==> src/rtl/mc_ctrl_pkg.sv <==
// mc_ctrl_pkg: shared types for the multi-cycle control unit.
// Holds the state enum, RV32I opcode constants, the ALU/immediate/writeback
// encodings and the packed decoded-control-word struct.
package mc_ctrl_pkg;

  localparam int unsigned STATE_W = 3;
  localparam int unsigned OPC_W   = 7;

  typedef enum logic [STATE_W-1:0] {
    ST_START  = 3'd0,
    ST_FETCH  = 3'd1,
    ST_DECODE = 3'd2,
    ST_EXEC   = 3'd3,
    ST_MEM    = 3'd4,
    ST_WB     = 3'd5,
    ST_TRAP   = 3'd6
  } state_e;

  localparam logic [OPC_W-1:0] OP_RTYPE  = 7'b0110011;
  localparam logic [OPC_W-1:0] OP_IALU   = 7'b0010011;
  localparam logic [OPC_W-1:0] OP_LOAD   = 7'b0000011;
  localparam logic [OPC_W-1:0] OP_STORE  = 7'b0100011;
  localparam logic [OPC_W-1:0] OP_BRANCH = 7'b1100011;
  localparam logic [OPC_W-1:0] OP_JAL    = 7'b1101111;

  typedef enum logic [2:0] {
    ALU_AND = 3'b000,
    ALU_OR  = 3'b001,
    ALU_ADD = 3'b010,
    ALU_XOR = 3'b011,
    ALU_NOR = 3'b100,
    ALU_SRL = 3'b101,
    ALU_SUB = 3'b110,
    ALU_SLT = 3'b111
  } alu_ctrl_e;

  typedef enum logic [1:0] {
    IMM_I = 2'b00,
    IMM_S = 2'b01,
    IMM_B = 2'b10,
    IMM_J = 2'b11
  } imm_sel_e;

  typedef enum logic [1:0] {
    WB_ALU = 2'b00,
    WB_MEM = 2'b01,
    WB_PC4 = 2'b10
  } mem_to_reg_e;

  typedef struct packed {
    alu_ctrl_e alu_ctrl;
    logic      alu_src_b;
    imm_sel_e  imm_sel;
    logic      is_load;
    logic      is_store;
    logic      is_branch;
    logic      is_jal;
  } ctrl_word_t;

  // funct3 -> ALU operation for the register/immediate ALU groups
  function automatic alu_ctrl_e alu_from_funct3(input logic [2:0] funct3,
                                                input logic       is_sub);
    case (funct3)
      3'b000:  alu_from_funct3 = is_sub ? ALU_SUB : ALU_ADD;
      3'b111:  alu_from_funct3 = ALU_AND;
      3'b110:  alu_from_funct3 = ALU_OR;
      3'b100:  alu_from_funct3 = ALU_XOR;
      3'b010:  alu_from_funct3 = ALU_SLT;
      3'b101:  alu_from_funct3 = ALU_SRL;
      default: alu_from_funct3 = ALU_ADD;
    endcase
  endfunction

endpackage

==> src/rtl/mc_decode.sv <==
// mc_decode: combinational instruction decoder.
// Ports: opcode_i/funct3_i/funct7_i instruction fields in; cw_c decoded
// control word and valid_c (supported opcode) out.
module mc_decode
  import mc_ctrl_pkg::*;
(
  input  logic [6:0]  opcode_i,
  input  logic [2:0]  funct3_i,
  input  logic [6:0]  funct7_i,
  output ctrl_word_t  cw_c,
  output logic        valid_c
);

  // Control word per opcode group; unsupported opcodes clear valid_c
  always_comb begin
    cw_c           = '0;
    cw_c.alu_ctrl  = ALU_ADD;
    cw_c.imm_sel   = IMM_I;
    valid_c        = 1'b1;
    case (opcode_i)
      OP_RTYPE: begin
        cw_c.alu_ctrl = alu_from_funct3(funct3_i, funct7_i == 7'b0100000);
      end
      OP_IALU: begin
        cw_c.alu_ctrl  = alu_from_funct3(funct3_i, 1'b0);
        cw_c.alu_src_b = 1'b1;
      end
      OP_LOAD: begin
        cw_c.alu_src_b = 1'b1;
        cw_c.is_load   = 1'b1;
      end
      OP_STORE: begin
        cw_c.alu_src_b = 1'b1;
        cw_c.imm_sel   = IMM_S;
        cw_c.is_store  = 1'b1;
      end
      OP_BRANCH: begin
        cw_c.alu_ctrl  = ALU_SUB;
        cw_c.imm_sel   = IMM_B;
        cw_c.is_branch = 1'b1;
      end
      OP_JAL: begin
        cw_c.imm_sel = IMM_J;
        cw_c.is_jal  = 1'b1;
      end
      default: valid_c = 1'b0;
    endcase
  end

endmodule

==> src/rtl/mc_ctrl.sv <==
// mc_ctrl: multi-cycle control unit for the RV32I-subset datapath.
// Ports: clk, rst (async active-low); inst_field, imem_ready, dmem_ready in;
// imem_req/IR_write fetch handshake, dmem_req/MemRW data handshake,
// PC_CE, Branch, Jump, ALUSrc_B, RegWrite, MemtoReg, ImmSel, ALU_Control
// datapath controls, illegal flag, state_o debug, cycle_cnt/instret_cnt.
// Build option: MC_CTRL_PERF_CNT_EN enables the performance counters;
// otherwise both counter ports are tied to zero.
module mc_ctrl
  import mc_ctrl_pkg::*;
#(
  parameter int unsigned CNT_W = 32
) (
  input  logic             clk,
  input  logic             rst,
  input  logic [31:0]      inst_field,
  input  logic             imem_ready,
  input  logic             dmem_ready,
  output logic             imem_req,
  output logic             IR_write,
  output logic             PC_CE,
  output logic             dmem_req,
  output logic             MemRW,
  output logic             Branch,
  output logic             Jump,
  output logic             ALUSrc_B,
  output logic             RegWrite,
  output logic [1:0]       MemtoReg,
  output logic [1:0]       ImmSel,
  output logic [2:0]       ALU_Control,
  output logic             illegal,
  output logic [2:0]       state_o,
  output logic [CNT_W-1:0] cycle_cnt,
  output logic [CNT_W-1:0] instret_cnt
);

  state_e     state_q, state_d;
  ctrl_word_t cw_q, cw_d;
  ctrl_word_t dec_cw;
  logic       dec_valid;

  // Operand/destination fields are consumed by the datapath, not here
  logic unused_inst_bits;
  assign unused_inst_bits = ^{inst_field[24:15], inst_field[11:7]};

  mc_decode u_decode (
    .opcode_i (inst_field[6:0]),
    .funct3_i (inst_field[14:12]),
    .funct7_i (inst_field[31:25]),
    .cw_c     (dec_cw),
    .valid_c  (dec_valid)
  );

  // State and decoded-word registers
  always_ff @(posedge clk or negedge rst) begin
    if (!rst) begin
      state_q <= ST_START;
      cw_q    <= '0;
    end else begin
      state_q <= state_d;
      cw_q    <= cw_d;
    end
  end

  // Next state and Moore outputs; IR_write/PC_CE may follow ready in-cycle
  always_comb begin
    state_d     = state_q;
    cw_d        = cw_q;
    imem_req    = 1'b0;
    IR_write    = 1'b0;
    PC_CE       = 1'b0;
    dmem_req    = 1'b0;
    MemRW       = 1'b0;
    Branch      = 1'b0;
    Jump        = 1'b0;
    ALUSrc_B    = 1'b0;
    RegWrite    = 1'b0;
    MemtoReg    = WB_ALU;
    ImmSel      = IMM_I;
    ALU_Control = ALU_AND;
    illegal     = 1'b0;
    case (state_q)
      ST_START: state_d = ST_FETCH;
      ST_FETCH: begin
        imem_req = 1'b1;
        if (imem_ready) begin
          IR_write = 1'b1;
          state_d  = ST_DECODE;
        end
      end
      ST_DECODE: begin
        cw_d    = dec_cw;
        state_d = dec_valid ? ST_EXEC : ST_TRAP;
      end
      ST_EXEC: begin
        ALU_Control = cw_q.alu_ctrl;
        ALUSrc_B    = cw_q.alu_src_b;
        ImmSel      = cw_q.imm_sel;
        if (cw_q.is_branch) begin
          Branch  = 1'b1;
          PC_CE   = 1'b1;
          state_d = ST_FETCH;
        end else if (cw_q.is_jal) begin
          Jump     = 1'b1;
          MemtoReg = WB_PC4;
          RegWrite = 1'b1;
          PC_CE    = 1'b1;
          state_d  = ST_FETCH;
        end else if (cw_q.is_load || cw_q.is_store) begin
          state_d = ST_MEM;
        end else begin
          state_d = ST_WB;
        end
      end
      ST_MEM: begin
        ALU_Control = cw_q.alu_ctrl;
        ALUSrc_B    = cw_q.alu_src_b;
        ImmSel      = cw_q.imm_sel;
        dmem_req    = 1'b1;
        MemRW       = cw_q.is_store;
        if (dmem_ready) begin
          // A store retires here; a load still needs its writeback cycle
          PC_CE   = cw_q.is_store;
          state_d = cw_q.is_store ? ST_FETCH : ST_WB;
        end
      end
      ST_WB: begin
        ALU_Control = cw_q.alu_ctrl;
        ALUSrc_B    = cw_q.alu_src_b;
        ImmSel      = cw_q.imm_sel;
        RegWrite    = 1'b1;
        PC_CE       = 1'b1;
        MemtoReg    = cw_q.is_load ? WB_MEM : WB_ALU;
        state_d     = ST_FETCH;
      end
      ST_TRAP: illegal = 1'b1;
      default: state_d = ST_START;
    endcase
  end

  assign state_o = state_q;

`ifdef MC_CTRL_PERF_CNT_EN
  logic [CNT_W-1:0] cycle_cnt_q, cycle_cnt_d;
  logic [CNT_W-1:0] instret_cnt_q, instret_cnt_d;

  // Active cycles exclude START and TRAP; retirement is one PC_CE pulse
  always_comb begin
    cycle_cnt_d   = cycle_cnt_q;
    instret_cnt_d = instret_cnt_q;
    if (state_q != ST_START && state_q != ST_TRAP)
      cycle_cnt_d = cycle_cnt_q + CNT_W'(1);
    if (PC_CE)
      instret_cnt_d = instret_cnt_q + CNT_W'(1);
  end

  always_ff @(posedge clk or negedge rst) begin
    if (!rst) begin
      cycle_cnt_q   <= '0;
      instret_cnt_q <= '0;
    end else begin
      cycle_cnt_q   <= cycle_cnt_d;
      instret_cnt_q <= instret_cnt_d;
    end
  end

  assign cycle_cnt   = cycle_cnt_q;
  assign instret_cnt = instret_cnt_q;
`else
  assign cycle_cnt   = '0;
  assign instret_cnt = '0;
`endif

endmodule

==> config.mk <==
export PLATFORM = sky130hd
export DESIGN_NAME = mc_ctrl
export DESIGN_NICKNAME = d
export VERILOG_FILES = /design/src/rtl/mc_ctrl_pkg.sv /design/src/rtl/mc_decode.sv /design/src/rtl/mc_ctrl.sv
export SDC_FILE = /design/constraint.sdc
export NUM_CORES = 1
export LEC_CHECK = 0
export CORE_ASPECT_RATIO = 1.75
export CORE_MARGIN = 1
export CORE_UTILIZATION = 31
export DETAILED_ROUTE_END_ITERATION = 6
export GPL_TIMING_DRIVEN = 0
export PLACE_DENSITY = 0.88
export SYNTH_ARGS = -nofsm -noshare
export SYNTH_HDL_FRONTEND = slang
export SYNTH_SLANG_ARGS = --single-unit
==> constraint.sdc <==
create_clock -name clk -period 2 [get_ports clk]
set_clock_uncertainty 0.1 [all_clocks]
set_input_delay 0.3 -clock clk [delete_from_list [all_inputs] [get_ports clk]]
set_output_delay 0.3 -clock clk [all_outputs]
set_load 0.03 [all_outputs]
==> run summary, run 1 <==
Power spread over the standard cell area amounts to 840 nW/um2. The synthesized area per cell came out at 8.26 um2. The sequential-to-total area share from yosys stat came out at 24.3%. Walking the worst path, the cells encountered are buf_4 -> nand2b_2 -> nor2_1 -> clkdlybuf4s15_1. The number of antenna violations at the first check in global routing came out at 0.

Across the run, the number of max-cap violations was 0. The synthesized-area fraction occupied by and/or/nand/nor cells came out at 22.8%. After floorplanning, the core was divided into 31 placement rows. The maximum number of buffers from clock root to sink came out at 2. The final HPWL from detailed placement came out at 2460 um.

From left edge to right edge, the die measures 51.7 um. For this run, the post-layout net count is 311. The peak per-stage delay on the critical path came out at 0.39 ns. For this design the static power due to leakage is 1.14 nW.

The first global-routing pass estimated 4370 um of wire. The synthesized instance count came out at 162. Pin placement for this block handled 120 I/O pins. The minimum clock period came out at 1.94 ns. The area share of the largest cell type after synthesis is 36.4%. The number of clock sinks is 13.

The flow ran to the end, and the final reports show no timing, DRC or antenna violations. The number of buffer cells added on primary ports came out at 40. In this run the number of H-tree levels came out at 1. By startpoint and endpoint, the worst setup path is classified as flip-flop to output port. Once the floorplan was initialized, standard cells occupied 32.3% of the core.

The final weighted congestion in routability-driven placement is 0.828. Across every metal layer, demand over resource in global routing totals 12.5%. The maximum net fanout on the critical path came out at 10. The average routed wire per standard cell came out at 8.67 um. The antenna diode count came out at 0. The pin count of the biggest net entering global routing is 14.

The number of global-route vias before repair is 1,076. The tree is rooted in a sky130_fd_sc_hd__clkbuf_8. The post-synthesis to final-layout area growth came out at 56.2%.

The synthesized design spends more area on one cell type than any other, namely sky130_fd_sc_hd__buf_4. The worst hold margin is 0.321 ns. The floorplan step defined a core boundary enclosing 4150 um2. The DRC violation total after the first TritonRoute iteration came out at 19. The max-slew violation total from the final report was 0. For the worst setup path, the data arrival time is 1.54 ns. The number of cells on the worst reg-to-reg path is 5.

The count of distinct cell types in the synthesized netlist is 43. The library cell used most frequently in the layout, excluding fill and tap cells, is sky130_fd_sc_hd__buf_4. The number of setup violations in the final report is 0. The total via count in the routed design came out at 1,267. The share of synthesized area spent on multiplexers is 1.59%. The slowest stage of the critical path is the sky130_fd_sc_hd__clkdlybuf4s15_1 cell. The final design utilization came out at 50.4%. After detailed routing, the number of remaining DRC violations is 0. The required time reported for the critical path endpoint is 1.60 ns.

The vertical extent of the die came out at 88.9 um. The number of flops mapped to enable cells by yosys came out at 0. The post-route antenna net violation count came out at 0. The final number of hold-violating endpoints was 0. The routed wire length came out at 2800 um. The achievable frequency is 515 MHz.

The clock tree from TritonCTS is done. The worst setup path is captured at an output port. The clock buffer count from CTS is 3. The mapped cell area came out at 1340 um2. Summing the areas of all compound-gate instances in the mapped netlist gives 13.7% of the synthesized area. Setup repair after global routing left no endpoint under its margin. The worst slew slack as a fraction of its limit came out at 63.1%. The post-layout total power is 1.76 mW.

The total negative slack for setup checks came out at 0 ns. The clock latency on the worst-skew pair came out at 0.24 ns. Of all flip-flops after synthesis, the portion carrying an async set or reset was 100%. In this run the worst hold path is classified as input pin to async pin. The first-pass detailed-route iteration total is 4.

The full die area came out at 4600 um2. Dividing the detail-routed via count by the number of cells gives 3.92. The clock input transition at the sequential cells of the worst setup and hold paths came out at 0.05 ns. By area the synthesized netlist is led by sky130_fd_sc_hd__buf_4, sky130_fd_sc_hd__dfrtp_1, sky130_fd_sc_hd__and2_1. The synthesized netlist devotes 0% of its cell area to adder and majority cells. The count of warnings emitted by yosys is 0. The leftover overflow at the end of global routing is 0. The worst setup path is launched from a flip-flop. By area, the combinational part of the netlist is dominated by buffers and inverters. The dominant synthesized flop cell is sky130_fd_sc_hd__dfrtp_1. The final period utilization came out at 97.1%. In this run, synthesis produced a sequential element count of 13.

The peak supply drop is 0.357 mV. The share of final-layout standard cells stronger than drive strength 1 came out at 35.8%. Leaving out fill and tap cells, the most frequent cells in the layout are sky130_fd_sc_hd__buf_4, sky130_fd_sc_hd__conb_1, sky130_fd_sc_hd__clkdlybuf4s50_1. For the pin with the worst max-slew slack, the measured transition is 0.552 ns. The synthesized netlist devotes 0% of its cell area to XOR and XNOR gates.
worst max-delay path: cells and delay by family, from the launching register on:
kind / cells / cell delay [ns]
buffers and inverters: 2 / 0.56
DFF: 1 / 0.38
and+or+nand+nor: 2 / 0.36
where the power goes:
group	leakage (nW)	total (mW)	internal [mW]	switching (mW)
clock network	0.0228	0.225	0.140	0.0845
logic	0.949	1.10	0.453	0.651
registers	0.164	0.426	0.347	0.0793
layer usage:
metal / vias to the layer above / part of all wire, % / GRT usage, % / routed length [um]
li1: 647 / - / - / -
met1: 539 / 31 / 10.2 / 873
met2: 75 / 56 / 26.1 / 1560
met3: 6 / 11 / 3.40 / 317
met4: 0 / 1.6 / 5.16 / 46
met5: - / 0 / 0 / 0
path summary, 6_finish.rpt:
| check | startpoint | endpoint | slack (ns) |
|---|---|---|---|
| worst max-delay path | state_o[1] | MemtoReg[0] | 0.06 |
| worst min-delay path | rst | state_o[1] | 0.32 |
| worst max register to register | state_o[1] | cw_q[8] | 0.29 |
| worst min register to register | cw_q[7] | cw_q[7] | 0.37 |
| max in group asynchronous | rst | state_o[2] | 1.08 |
| min in group clk | cw_q[7] | cw_q[7] | 0.37 |
kinds of logic after synthesis:
kind of cell,after synthesis
other cells,1
flops,13
mux,2
simple gates,52
buf+inv,68
compound gates,26
state kept, by name, indices dropped and copies added (netlist names):
register	cells
state_o	3
cw_q	10
layout make-up:
cell class / count / area [um2]
sequential: 13 / 328
buffer: 66 / 492
fill: 384 / 2060
multi-input combinational: 144 / 766
tap: 49 / 61.3
clock buffer: 4 / 45.0
timing repair buffer: 45 / 392
inverter: 2 / 7.51
Yosys cell counts, types with 2 or more instances:
cell type / number
sky130_fd_sc_hd__nor3b_1: 3
sky130_fd_sc_hd__dfrtp_1: 13
sky130_fd_sc_hd__nor4b_1: 2
sky130_fd_sc_hd__a21o_1: 2
sky130_fd_sc_hd__nor2_1: 6
sky130_fd_sc_hd__inv_1: 2
sky130_fd_sc_hd__a21oi_1: 3
sky130_fd_sc_hd__o31ai_1: 4
sky130_fd_sc_hd__nor2b_1: 3
sky130_fd_sc_hd__or2_2: 2
sky130_fd_sc_hd__buf_4: 65
sky130_fd_sc_hd__and2_1: 9
sky130_fd_sc_hd__nand2_1: 12
sky130_fd_sc_hd__o21ai_0: 3
sky130_fd_sc_hd__nand3b_1: 2
sky130_fd_sc_hd__nand2b_1: 3
sky130_fd_sc_hd__nand3_1: 2
per-stage QoR:
stage | area (um2) | std cells | worst slack, ns
floorplan | 1580 | 225 | -0.141
global placement | 2040 | 314 | -0.295
detailed placement | 2040 | 314 | -0.337
CTS | 2090 | 320 | -0.00113
global route | 2090 | 323 | 0.0000139
finish | 2090 | 323 | 0.0585
what timing repair did:
action	in CTS	in global routing
endpoints found under the setup margin	17	11
setup buffers	2	3
endpoints found under the hold margin	0	0
gates resized for setup	52	15
hold buffers	0	0
No activity file was read; power rests on OpenSTA's default activity.
==> run 2: changes to the inputs <==
clock period = 2.1 ns   (was 2 ns; I/O delays follow)
==> run summary, run 2 (same netlist as run 1, synthesis figures left out) <==
The clock buffer count from CTS came out at 3. The least setup slack across all paths after layout came out at 0.0279 ns. In the layout the commonest cells are sky130_fd_sc_hd__buf_4, sky130_fd_sc_hd__conb_1, sky130_fd_sc_hd__clkdlybuf4s50_1. Dividing the detail-routed via count by the number of cells gives 3.92.

The initial standard-cell utilization of the core is 32.3%. The max-slew violation total from the final report is 0. The first-pass detailed-route iteration total is 4.

The required time reported for the critical path endpoint is 1.68 ns. The worst setup path is captured at an output port. Across the whole layout, storage elements account for 328 um2. The flow ran to the end, and the final reports show no timing, DRC or antenna violations. In this run the remaining antenna-violating nets after routing total 0. The final number of hold-violating endpoints is 0. The leftover overflow at the end of global routing is 0. The met3 capacity usage during global routing is 3.06%. The total negative slack for setup checks is 0 ns. The standard cell with the maximum stage delay on the critical path is sky130_fd_sc_hd__dfrtp_2.

The share of final-layout standard cells stronger than drive strength 1 came out at 33.6%. Traced cell by cell, the critical path runs through nor2b_2 -> nand2_1 -> nor3b_1 -> dlygate4sd2_1. The register with the most flip-flops in the layout has 10 of them. The DRC violation total after the first TritonRoute iteration came out at 29. Once layout is complete, the cells apart from fillers number 320. The number of buffer cells added on primary ports came out at 40. The maximum net fanout on the critical path is 10. The minimum clock period came out at 2.07 ns. The power density normalized to cell area came out at 792 nW/um2. Counting the fill cells in the layout gives 381. The total placed cells including tap cells came out at 314. The total via count in the routed design came out at 1,254. The static leakage power is 1.14 nW. The clock latency on the worst-skew pair came out at 0.24 ns.

In the global route stage, met1 resource usage came out at 10.2%. In this run the worst hold path is classified as input pin to async pin. The area of the placeable core is 4150 um2. The number of ports placed on the die boundary came out at 120. The multi-input combinational cells in the finished layout cover a total of 761 um2. The die span in x came out at 51.7 um. The number of global-route vias before repair was 1,050. At the placement stage, the worst setup path has a slack of -0.252 ns. The peak supply drop is 0.338 mV. The maximum number of buffers from clock root to sink came out at 2. The detailed-route DRC error count is 0. The largest single stage delay on the critical path is 0.48 ns. The die covers 4600 um2.

STA classifies the critical path startpoint as a flip-flop. Setup violations remaining at the end of the flow were counted as 0. The area growth from synthesis to layout is 56.5%.

Counting both buffers and inverters, the worst setup path holds a total of 1. The final period utilization came out at 98.7%. The cts-stage hold buffer count came out at 0. The number of max-cap violations came out at 0. The final weighted congestion in routability-driven placement came out at 0.828. Leaving out fill and tap cells, the most frequent cell in the layout is sky130_fd_sc_hd__buf_4. The critical path start-end classification is flip-flop to output port.

The global-route wire length before repair came out at 4260 um. The pin count of the biggest net entering global routing is 14. The average routed wire per standard cell came out at 8.65 um. Clock-pin slew was measured on the worst setup and hold paths at 0.05 ns. For this run, the post-layout net count is 308. For met2 alone, demand over resource in global routing was 25.4%.

The clock drives 13 sinks. The post-layout total power is 1.66 mW. The arrival time at the worst endpoint is 1.66 ns. The worst slew slack as a fraction of its limit came out at 62.7%. In the global route stage, overall resource usage came out at 12.1%. After global routing, the most crowded layer is met2. The tightest hold path in the finished design has a slack of 0.339 ns. Setup repair after global routing could not meet its margin everywhere. The total number of H-tree levels is 1. The slew at the pin closest to its max-slew limit is 0.558 ns. The wire-length estimate of the detail-placed layout is 2460 um. The cell family contributing the most delay on the critical path is simple AND/OR/NAND/NOR gates. Clock tree synthesis selected as its root buffer the cell sky130_fd_sc_hd__clkbuf_8. The cell row count came out at 31. The routed wire length came out at 2770 um.

The antenna diode count came out at 0. The number of antenna violations at the first check in global routing came out at 0. TritonCTS built the clock tree. The register containing the most flip-flops in the final layout is cw_q. The achievable frequency is 483 MHz. In this run the vertical extent of the chip is 88.9 um.
==> run 2: cell count changes in the layout (fill, tap and decap cells not counted), sizes merged <==
cell,change
dlymetal6s2s,+1
buf,-11
clkbuf,+2
dlygate4sd2,+4
clkdlybuf4s15,+1
==> run 2: cell type report <==
| cell class | count | share of cell area, % |
|---|---|---|
| clock buffers | 4 | 2.15 |
| plain buffers | 66 | 23.5 |
| multi-input cells | 144 | 36.3 |
| flip-flops and latches | 13 | 15.6 |
| inverters | 2 | 0.358 |
| well taps | 49 | 2.93 |
| repair buffers | 42 | 19.2 |
==> run 2: through the flow <==
stage | util, % | instance area (um2)
floorplan | - | 1580
global placement | 49.2 | 2040
detailed placement | 49.2 | 2040
CTS | 50.3 | 2090
global route | 50.5 | 2100
finish | 50.5 | 2100
==> run 2: worst paths after layout <==
| kind | startpoint | end | slack (ns) | cells past startpoint |
|---|---|---|---|---|
| min in group clk | cw_q[6] | cw_q[6] | 0.37 | 1 |
| setup / recovery | state_o[2] | MemtoReg[1] | 0.03 | 4 |
| setup reg to reg | state_o[1] | cw_q[8] | 0.39 | 5 |
| hold reg to reg | cw_q[6] | cw_q[6] | 0.37 | 1 |
| hold / removal | rst | state_o[1] | 0.34 | 1 |
| max in group asynchronous | rst | state_o[2] | 1.16 | 1 |
==> run 2: worst reg2reg max path, delay by kind of cell (launching register included) <==
kind | cells | cell delay [ns]
buffers and inverters | 1 | 0.17
and+or+nand+nor | 2 | 0.48
DFF | 1 | 0.35
AOI/OAI and AO/OA | 2 | 0.49
==> run 2: layer usage <==
| layer | up-vias | share of wire (%) |
|---|---|---|
| li1 | 639 | - |
| met1 | 534 | 32 |
| met2 | 75 | 56 |
| met3 | 6 | 11 |
| met4 | 0 | 1.7 |
| met5 | - | 0 |
==> run 2: where the power goes <==
part | switching (mW) | total, mW | internal [mW]
clock | 0.0801 | 0.213 | 0.133
combinational | 0.599 | 1.03 | 0.431
sequential | 0.0864 | 0.417 | 0.330
==> run 2: repair_timing <==
action | 4_1_cts | 5_1_grt
endpoints found under the setup margin | 17 | 12
setup buffers | 0 | 2
resized for setup | 31 | 10
